<file path="src/rtl/crash_detect.sv">
// Per-pixel collision arbiter for the play field: crash strobes to the enemy1 layer,
// plus lives, post-hit invincibility, score and game-over tracking.
module crash_detect #(
  parameter int LIVES             = 3,
  parameter int INVINCIBLE_FRAMES = 120,
  parameter int SCORE_WIDTH       = 16,
  parameter int ENEMY1_POINTS     = 1
) (
  input  logic                   clk_vga,
  input  logic                   rst,
  input  logic                   en_i,
  input  logic                   v_sync_i,
  input  logic                   me_alpha_i,
  input  logic                   bullet_alpha_i,
  input  logic                   enemy1_alpha_i,
  output logic                   crash_enemy_bullet_o,
  output logic                   crash_me_enemy_o,
  output logic [2:0]             lives_o,
  output logic [SCORE_WIDTH-1:0] score_o,
  output logic                   me_visible_o,
  output logic                   game_over_o
);

  typedef enum logic [1:0] {PLAY, INVINCIBLE, GAME_OVER} state_t;

  localparam logic [7:0] INV_LAST   = 8'(INVINCIBLE_FRAMES - 1);
  localparam logic [2:0] LIVES_INIT = 3'(LIVES);

  state_t                 r_state, w_state_nx;
  logic [2:0]             r_lives, w_lives_nx;
  logic [7:0]             r_inv_cnt, w_inv_cnt_nx;
  logic [7:0]             r_frame_cnt;
  logic                   r_hit_flag;
  logic                   r_vsync_d;
  logic [SCORE_WIDTH-1:0] r_score;
  logic                   w_frame_end;
  logic                   w_unused;

  function automatic logic [SCORE_WIDTH-1:0] sat_add(input logic [SCORE_WIDTH-1:0] a);
    logic [SCORE_WIDTH:0] sum;
    sum = {1'b0, a} + (SCORE_WIDTH+1)'(ENEMY1_POINTS);
    if (sum[SCORE_WIDTH]) return '1;
    return sum[SCORE_WIDTH-1:0];
  endfunction

  assign w_frame_end = r_vsync_d & ~v_sync_i;

  // Crash strobes stay combinational so the enemy1 index lookup sees the same pixel
  assign crash_enemy_bullet_o = en_i & bullet_alpha_i & enemy1_alpha_i & (r_state != GAME_OVER);
  assign crash_me_enemy_o     = en_i & me_alpha_i & enemy1_alpha_i & (r_state == PLAY);

  always_comb begin
    w_state_nx   = r_state;
    w_lives_nx   = r_lives;
    w_inv_cnt_nx = r_inv_cnt;
    case (r_state)
      PLAY: begin
        if (crash_me_enemy_o) begin
          if (r_lives > 3'd1) begin
            w_state_nx   = INVINCIBLE;
            w_lives_nx   = r_lives - 3'd1;
            w_inv_cnt_nx = 8'd0;
          end else begin
            w_state_nx = GAME_OVER;
            w_lives_nx = 3'd0;
          end
        end
      end
      INVINCIBLE: begin
        if (w_frame_end) begin
          if (r_inv_cnt == INV_LAST) begin
            w_state_nx   = PLAY;
            w_inv_cnt_nx = 8'd0;
          end else begin
            w_inv_cnt_nx = r_inv_cnt + 8'd1;
          end
        end
      end
      GAME_OVER: w_state_nx = GAME_OVER;
      default:   w_state_nx = PLAY;
    endcase
  end

  // The v_sync delay keeps tracking while disabled so re-enabling never fakes a frame end
  always_ff @(posedge clk_vga) begin
    if (rst) begin
      r_state     <= PLAY;
      r_lives     <= LIVES_INIT;
      r_inv_cnt   <= 8'd0;
      r_frame_cnt <= 8'd0;
      r_hit_flag  <= 1'b0;
      r_score     <= '0;
      r_vsync_d   <= 1'b1;
    end else begin
      r_vsync_d <= v_sync_i;
      if (en_i) begin
        r_state   <= w_state_nx;
        r_lives   <= w_lives_nx;
        r_inv_cnt <= w_inv_cnt_nx;
        if (w_frame_end) begin
          r_frame_cnt <= r_frame_cnt + 8'd1;
          if (r_hit_flag) r_score <= sat_add(r_score);
          r_hit_flag <= crash_enemy_bullet_o;
        end else if (crash_enemy_bullet_o) begin
          r_hit_flag <= 1'b1;
        end
      end
    end
  end

  always_comb begin
    me_visible_o = 1'b0;
    case (r_state)
      PLAY:       me_visible_o = 1'b1;
      INVINCIBLE: me_visible_o = ~r_frame_cnt[3];
      default:    me_visible_o = 1'b0;
    endcase
  end

  assign lives_o     = r_lives;
  assign score_o     = r_score;
  assign game_over_o = (r_state == GAME_OVER);
  assign w_unused    = ^{r_frame_cnt[7:4], r_frame_cnt[2:0]};

endmodule
</file>
<file path="config.mk">
export PLATFORM = sky130hd
export DESIGN_NAME = crash_detect
export DESIGN_NICKNAME = d
export VERILOG_FILES = /design/src/rtl/crash_detect.sv
export SDC_FILE = /design/constraint.sdc
export NUM_CORES = 1
export LEC_CHECK = 0
export ABC_AREA = 0
export CORE_ASPECT_RATIO = 1.4
export CORE_MARGIN = 10
export CORE_UTILIZATION = 47
export CTS_CLUSTER_SIZE = 40
export DETAILED_ROUTE_END_ITERATION = 8
export HOLD_SLACK_MARGIN = 0.08
export PLACE_DENSITY = 0.78
export SLEW_MARGIN = 20
export SYNTH_ARGS = -nofsm -noshare
export SYNTH_HDL_FRONTEND = slang
export SYNTH_SLANG_ARGS = --single-unit
</file>
<file path="constraint.sdc">
create_clock -name clk_vga -period 1.7 [get_ports clk_vga]
set_input_delay 0.17 -clock clk_vga [delete_from_list [all_inputs] [get_ports clk_vga]]
set_output_delay 0.17 -clock clk_vga [all_outputs]
set_load 0.02 [all_outputs]
</file>
* After elaboration in Yosys (flattened, before gate mapping) *
Index checks and enable logic that the tools add are counted.
Widths: inputs -> output; s select.

word-level totals
  bits in read-only memories = 0
  input port bits = 7
  bits in latches = 0
  word-level logic and storage cells = 59
  output and inout bits = 23
  flip-flop bits (word level) = 39
  memory bits (writable) = 0
  memories = 0

operators by class
  multiply operators = 0
  divide/modulo/power cells = 0
  reduce and logical (&&, ||, !) cells = 9
  equality and inequality tests = 8
  shifts and indexed selects = 0
  bitwise logic cells = 9
  $add $sub $neg = 4
  mux-type cells = 21
  magnitude comparators = 1

operators by type and width
  cell                   number
  $mux 16                2
  $mux 8                 4
  $add 16x1->17 const B  1
  $add 8x1->8 const B    2
  $pmux 8 s2             1
  $eq 8x7->1 const B     1
  $mux 2                 4
  $ne 2x2->1 const B     4
  $and 1x1->1            7
  $mux 1                 7
  $pmux 2 s3             1
  $reduce_and 3->1       2
  $reduce_and 5->1       1
  $reduce_and 2->1       2
  $reduce_and 4->1       1
  $reduce_bool 2->1      2
  $gt 3x1->1 const B     1
  $mux 3                 1
  $sub 3x1->3 const B    1
  $eq 2x1->1 const B     1
  $eq 2x2->1 const B     1
  $logic_not 2->1        1
  $ne 2x1->1 const B     1
  $not 1->1              2
  $pmux 1 s2             1

* Depth between registers and ports, before layout *
  depth after elaboration = 7
  gate-level depth with buffers = 6
  mapped depth without buffers = 5

* Least setup slack after synthesis *
No wires, ideal clock.

  kind = register to register
  start point = reg r_score[3] (netlist: score_o[3])
  end point = reg r_score[13] (netlist: score_o[13])
  setup slack = -0.259 ns
  arrival = 1.885 ns
  path buffers = 1
  library setup time = 0.074 ns
  clock period less this slack = 1.959 ns
  required time = 1.626 ns
  stages on the path, launching flop included = 6
  path through = dfxtp_1 > nand3_1 > or4_1 > buf_2 > or4_1 > a31oi_1

between the ends
  cells in the longest elaborated chain, start to end = 7

RTL lines
  what                    RTL line  source
  start, declared         35        logic [SCORE_WIDTH-1:0] r_score;
  start signal, assigned  102       if (r_hit_flag) r_score <= sat_add(r_score);
  $add 16x1->17 *         41        sum = {1'b0, a} + (SCORE_WIDTH+1)'(ENEMY1_POINTS);
  $mux 1                  42        if (sum[SCORE_WIDTH]) return '1;
  $mux 1                  102
  $mux 1                  100       if (w_frame_end) begin
  $mux 1                  96        if (en_i) begin
  $mux 1                  86        if (rst) begin
  $mux 16 *               43        return sum[SCORE_WIDTH-1:0];

Every way passes the cells marked *; elsewhere a longest branch is shown, timed or not. The select of a mux whose other input is x is not followed.
A chain may end at the register's enable or synchronous reset.

* Worst setup path after layout *
  start point = reg r_vsync_d
  end point = reg r_score[13] (netlist: score_o[13])

between the ends
  cells in the longest elaborated chain, start to end = 2

RTL lines
  what                        RTL line  source
  start, declared             34        logic r_vsync_d;
  start signal, assigned      95        r_vsync_d <= v_sync_i;
  $and 1x1->1                 46        assign w_frame_end = r_vsync_d & ~v_sync_i;
  $reduce_and 3->1 (no line)  --

No other way between the ends.

==> flow_summary.yaml <==
synthesis:
  syn-cell-area_um2: 1803
  synthCells: 209
  synthArstFlopShare: 0
  synth_fp_nets: 221
  ys_seq_area_frac: 0.3886
  synth_warnings: 0
  yosys.cell_types.count: 46
  ys_ff_latch: 35
  avgSynthCellArea_um2: 8.627
  synth_edf_count: 0
  ys.flop_type: "dfxtp_1"
pwr:
  swShare: 0.2417
  ir_worst_vdd_mv: 0.6115
  p_leak_nw: 0.9721
  pwr-share-comb: 0.095
  powerDensity_nw_per_um2: 665.5
  power_frac_seq: 0.499
  internal-power_mw: 1.269
  clockPowerShare: 0.406
  power_mw: 1.674
  p_switching_uw: 404.4
job:
  drv_cap: 0
sta:
  fin_skew_ns: 0.008431
  hold_viol: 0
  finalCritPeriodShare: 0.9927
  tightestPinTransition_ns: 0.3886
  setup_viol: 0
  fin_crit_ns: 1.688
  relSlewSlack: 0.7385
  maxSlewViolCount: 0
  clock.fmax_mhz: 592.6
  tns_ns: 0
  rsz0062_at_grt: "yes"
global_routing:
  grt_overflow: 0
  antenna_found_initial: 0
  grt_max_degree: 15
  grt_pass1_wl_um: 7790
  first_global_vias: 1812
  track_usage: 0.1386
placement:
  gp_congestion: 0.7733
  dpl.cell_count: 307
  dp_hpwl_um: 3517
  portBuffers: 29
min_path:
  min-delay-start: "v_sync_i"
  holdCritPathClass: "in2reg"
critical_path:
  r2r-start: "r_vsync_d$_SDFF_PP1_"
  worstPathRequired_ns: 1.93
  critPathLaunch: "r_vsync_d$_SDFF_PP1_"
  crit_type: "reg2reg"
  start_kind: "flip-flop"
  crit_path_end_kind: "flip-flop"
  path_max_fanout: 7
  arrival_ns: 1.92
die:
  io_pins: 30
  fp.coreArea_um2: 3676
  fp.dieH_um: 93.29
  fp-row-count: 26
  die_w_um: 72.35
  fp.dieArea_um2: 6749
  initial_utilization: 0.4905
route:
  num_vias: 1830
  wl_um: 4736
  drtAntennaViolNets: 0
  initialDrtViolationCount: 159
  first_pass_iters: 4
  wl_per_cell_um: 15.03
  viasPerCell: 5.810
  drc: 0
status:
  outcome: "finished, final reports clean"
clocking:
  cts_buffer_depth: 2
  path_clk_slew_ns: 0.07
  cts_tree: "yes"
  cts_setup_buffers: 0
  clk_latency_ns: 0.29
  cts_hold_buf: 0
  h-tree-depth: 2
  cts_buffers: 5
  cts_num_sinks: 35
  root_buffer: "clkbuf_8"
cells_and_area:
  antenna_cells_inserted: 0
  nets: 284
  fillCellCount: 318
  drive_gt1_frac: 0.2418
  regArea_um2: 723.2
  instances_no_fill: 315
  multi_input_area_um2: 1033
  area_delta_synth_final_pct: 39.49
## area by class of cell
class                      instances  share of cell area
tap                               42             0.02090
multi-input combinational        153              0.4109
sequential                        35              0.2876
inverter                          12             0.01791
clock inverter                     1            0.002985
timing repair buffer              65              0.2214
clock buffer                       7             0.03831
## worst max-delay path: stages (launching register included)
cell,delay [ns]
dfxtp_2,0.36
nand4b_4,0.12
or4_4,0.56
or4_1,0.42
a31oi_1,0.16
## power groups by stage
stage / clock network (mW) / logic, mW / registers [mW]
CTS: 0.692 / 0.158 / 0.836
detailed placement: 0 / 0.160 / 0.855
floorplan: 0 / 0.0827 / 0.856
global placement: 0 / 0.157 / 0.855
finish: 0.680 / 0.159 / 0.835
global route: 0.726 / 0.172 / 0.836
## worst paths after layout
kind / end / slack [ns] / cells after the start
worst max-delay path: score_o[13]$_SDFFE_PP0P_ / 0.01 / 4
worst max register to register: score_o[13]$_SDFFE_PP0P_ / 0.01 / 4
worst min register to register: r_inv_cnt[4]$_SDFFE_PP0P_ / 0.51 / 2
worst min-delay path: r_vsync_d$_SDFF_PP1_ / 0.23 / 3
## Yosys cell counts, drive strengths merged, types with 3 or more instances
| master | number | area (um2) |
|---|---|---|
| dfxtp | 35 | 700.7 |
| nor2 | 20 | 75.07 |
| a21oi | 15 | 75.07 |
| inv | 12 | 45.04 |
| nand2 | 10 | 37.54 |
| nand3 | 10 | 50.05 |
| a31oi | 9 | 56.30 |
| a211oi | 7 | 52.55 |
| o21ai | 7 | 35.03 |
| nor3 | 6 | 35.03 |
| clkbuf | 5 | 18.77 |
| ha | 5 | 62.56 |
| nand4 | 5 | 31.28 |
| or3 | 5 | 31.28 |
| xnor2 | 5 | 43.79 |
| xor2 | 4 | 35.03 |
| and4b | 3 | 31.28 |
| buf | 3 | 23.77 |
| mux2i | 3 | 30.03 |
| nor4 | 3 | 18.77 |
| o31ai | 3 | 22.52 |
| o32ai | 3 | 26.28 |
| or2 | 3 | 18.77 |
| or4 | 3 | 22.52 |
## placed cells by master (no fill, tap or decap), types with 4 or more instances in the layout
cell type,count
ha_1,5
or3_1,5
a211oi_1,7
buf_4,36
clkdlybuf4s50_1,23
nor2_1,20
nand2_1,9
a31oi_1,9
nand4_1,5
o21ai_0,7
dlygate4sd2_1,5
nand3_1,9
inv_1,12
nor3_1,5
a21oi_1,15
clkbuf_8,7
dfxtp_2,6
xor2_1,4
xnor2_1,5
dfxtp_1,25
dfxtp_4,4
## logic make-up (layout without fill, tap and decap cells)
group | Yosys count | in the layout | synth area share
adder cells (fa/ha/maj) | 5 | 5 | 0.03470
XOR/XNOR | 9 | 9 | 0.04372
multiplexers | 3 | 3 | 0.01666
AO/OA/AOI/OAI | 53 | 53 | 0.1929
flip-flops | 35 | 35 | 0.3886
AND/OR/NAND/NOR | 83 | 83 | 0.2679
buffers and inverters | 21 | 85 | 0.05551
## state kept, by name, summed over array words and instances (netlist names)
| name | cells |
|---|---|
| r_frame_cnt | 4 |
| r_vsync_d | 1 |
| r_hit_flag | 1 |
| lives_o | 3 |
| score_o | 16 |
| r_inv_cnt | 8 |
| r_state | 2 |
## metal layers
layer | wire, um | up-vias | track usage
li1 | - | 903 | -
met1 | 1853 | 862 | 0.1323
met2 | 2479 | 51 | 0.2551
met3 | 282 | 14 | 0.04550
met4 | 119 | 0 | 0.06796
met5 | 0 | - | 0
## metrics by stage
step | hold WS [ns] | util | setup WS, ns | instance area [um2]
after floorplan | 0.2765 | - | -0.04782 | 1842
after global placement | 0.4877 | 0.6528 | -0.3660 | 2400
after detailed placement | 0.5006 | 0.6528 | -0.4004 | 2400
after CTS | 0.5146 | 0.6804 | 0.007754 | 2501
after global routing | 0.2418 | 0.6841 | -0.04609 | 2515
final | 0.2289 | 0.6841 | 0.01247 | 2515
## timing repair
action | CTS | global route
resized for setup | 6 | 4
pin swaps | 0 | 1
endpoints found under the setup margin | 7 | 11
(Power assumes the default switching activity.)
==> patch: new RTL, same settings <==
Set the parameter `SCORE_WIDTH` to 12 (it was 16).
--- a/src/rtl/crash_detect.sv
+++ b/src/rtl/crash_detect.sv
@@ -3,7 +3,7 @@
 module crash_detect #(
   parameter int LIVES             = 3,
   parameter int INVINCIBLE_FRAMES = 120,
-  parameter int SCORE_WIDTH       = 16,
+  parameter int SCORE_WIDTH       = 12,
   parameter int ENEMY1_POINTS     = 1
 ) (
   input  logic                   clk_vga,
Interface: changed (resized score_o); port bits go from 30 to 26. The function was not compared with the original's and may differ.
==> patch against the unedited design <==
Cell area decreased by 10%; sequential share of layout area decreased by 0.92 points; sequential cell count decreased by 4; wire length decreased by 11%; setup slack improved by 48 ps; total power decreased by 12%; utilization decreased by 1.7 points; area after synthesis decreased by 8.1%.
==> patch: results (changes against the unedited design) <==
stage	metric	value	unit	change
timing	clock skew	8.90	ps	+0.472 ps
synth	largest cells by area after synthesis	dfxtp_1 37%, a21oi_1 4.2%, nand3_1 4.2%		
drt	WL per Instance	14.8	um	-1.6%
global_route	Overall Global Routing Usage	13.4	%	-0.50 points
cells_and_area	max FFs per register	12		-4
clock_network	# Post-CTS Setup Buffers	0		unchanged
cells_and_area	Nets	257		-9.5%
global_route	largest net degree at the start of global routing	28		+13
power	net switching power	372	uW	-8.0%
drt	vias per cell	5.84		+0.45%
min_path	Worst Hold Class	primary input to register		
placement	placed inst area	2160	um^2	-10%
synth	syn nets	204		-7.7%
setup_path	Crit Path Max Fanout	6		-1
clock_network	worst skew pair latency	290	ps	about the same
timing	Worst-Margin Slew	389	ps	+0.609 ps
setup_path	Register-to-Register Path Depth	7		+3
global_route	first-pass GRT wire length	7130	um	-8.5%
synth	Synth Warn #	0		unchanged
power	leakage	0.908	nW	-6.6%
synth	most instantiated cells after synthesis	31 x dfxtp_1, 16 x nand2_1, 14 x a21oi_1, 14 x nand3_1, 12 x nor2_1		
synth	Seq/Total Area, Yosys	37.5	%	-1.4 points
clock_network	Clock Pin Slew Worst Setup and Hold Paths	60	ps	
drt	first drt pass iteration count	5		+1
placement	HPWL after DPL	3090	um	-12%
status	outcome	finished, final reports clean		
placement	GPL Wtd Cong	0.834		+7.9%
drt	antenna viol nets, final	0		unchanged
cells_and_area	layout cells sized above 1	19.9	%	-4.3 points
setup_path	slowest stage cell, crit path	dfxtp_4		
clock_network	H-tree levels	2		unchanged
min_path	Hold Path Depth	2		-1
setup_path	crit-path max cell delay	360	ps	-200 ps
setup_path	CP bufs+invs	2		+2
placement	IO Port Bufs	25		-14%
setup_path	Arr. time, crit path	1800	ps	-120 ps
setup_path	crit-path leading delay family	compound AO/OA/AOI/OAI gates		
global_route	initial antenna violation count	0		unchanged
power	Peak VDD IR	0.000624	V	+2.0%
drt	drt initial violations	106		-33%
synth	post-synthesis cell type count	51		+11%
clock_network	clock buffer depth	2		unchanged
clock_network	Gates resized, CTS repair	4		-2
patch: path summary, 6_finish.rpt:
kind / startpoint / endpoint / slack (ps)
max: lives_o[1] / r_inv_cnt[4] / 60
min: v_sync_i / r_vsync_d / 270
min reg2reg: r_frame_cnt[1] / r_frame_cnt[1] / 480
max reg2reg: lives_o[1] / r_inv_cnt[4] / 60
patch: per-stage QoR:
stage,setup TNS (ps),utilization (%),worst slack [ps],cells
after floorplan,0,-,15.4,192
after global placement,-1830,64.0,-239,278
after detailed placement,-2230,64.0,-247,278
after CTS,0,66.3,15.6,286
after global routing,0,66.7,8.07,286
final,0,66.7,60.8,286
patch: area by class of cell:
class / count / area, um^2
sequential: 31 / 627
tap: 40 / 50.0
multi-input combinational: 144 / 980
fill: 301 / 1130
clock inverter: 1 / 5.00
timing repair buffer: 53 / 477
inverter: 10 / 37.5
clock buffer: 7 / 76.3
patch: kinds of logic (layout without fill, tap and decap cells):
group | count (synthesis) | count (layout) | share of synthesized area, %
adders and majority gates | 5 | 5 | 3.78
and+or+nand+nor | 80 | 80 | 28.1
buffers and inverters | 17 | 71 | 4.53
xor gates and xnor gates | 8 | 8 | 4.23
DFF | 31 | 31 | 37.5
AOI/OAI and AO/OA | 51 | 51 | 21.9
patch: power by group through the flow:
stage	Combinational (mW)	Clock [mW]	Sequential (mW)
final	0.154	0.569	0.750
after global routing	0.167	0.608	0.752
after CTS	0.154	0.580	0.750
after detailed placement	0.155	0	0.766
after global placement	0.152	0	0.766
after floorplan	0.0823	0	0.766
patch: layer usage:
layer	vias up	GRT usage [%]	part of all wire (%)
met2	33	23.7	51
met3	9	5.39	4.8
met1	798	12.6	41
met5	-	0	0
li1	829	-	-
met4	0	7.26	2.9
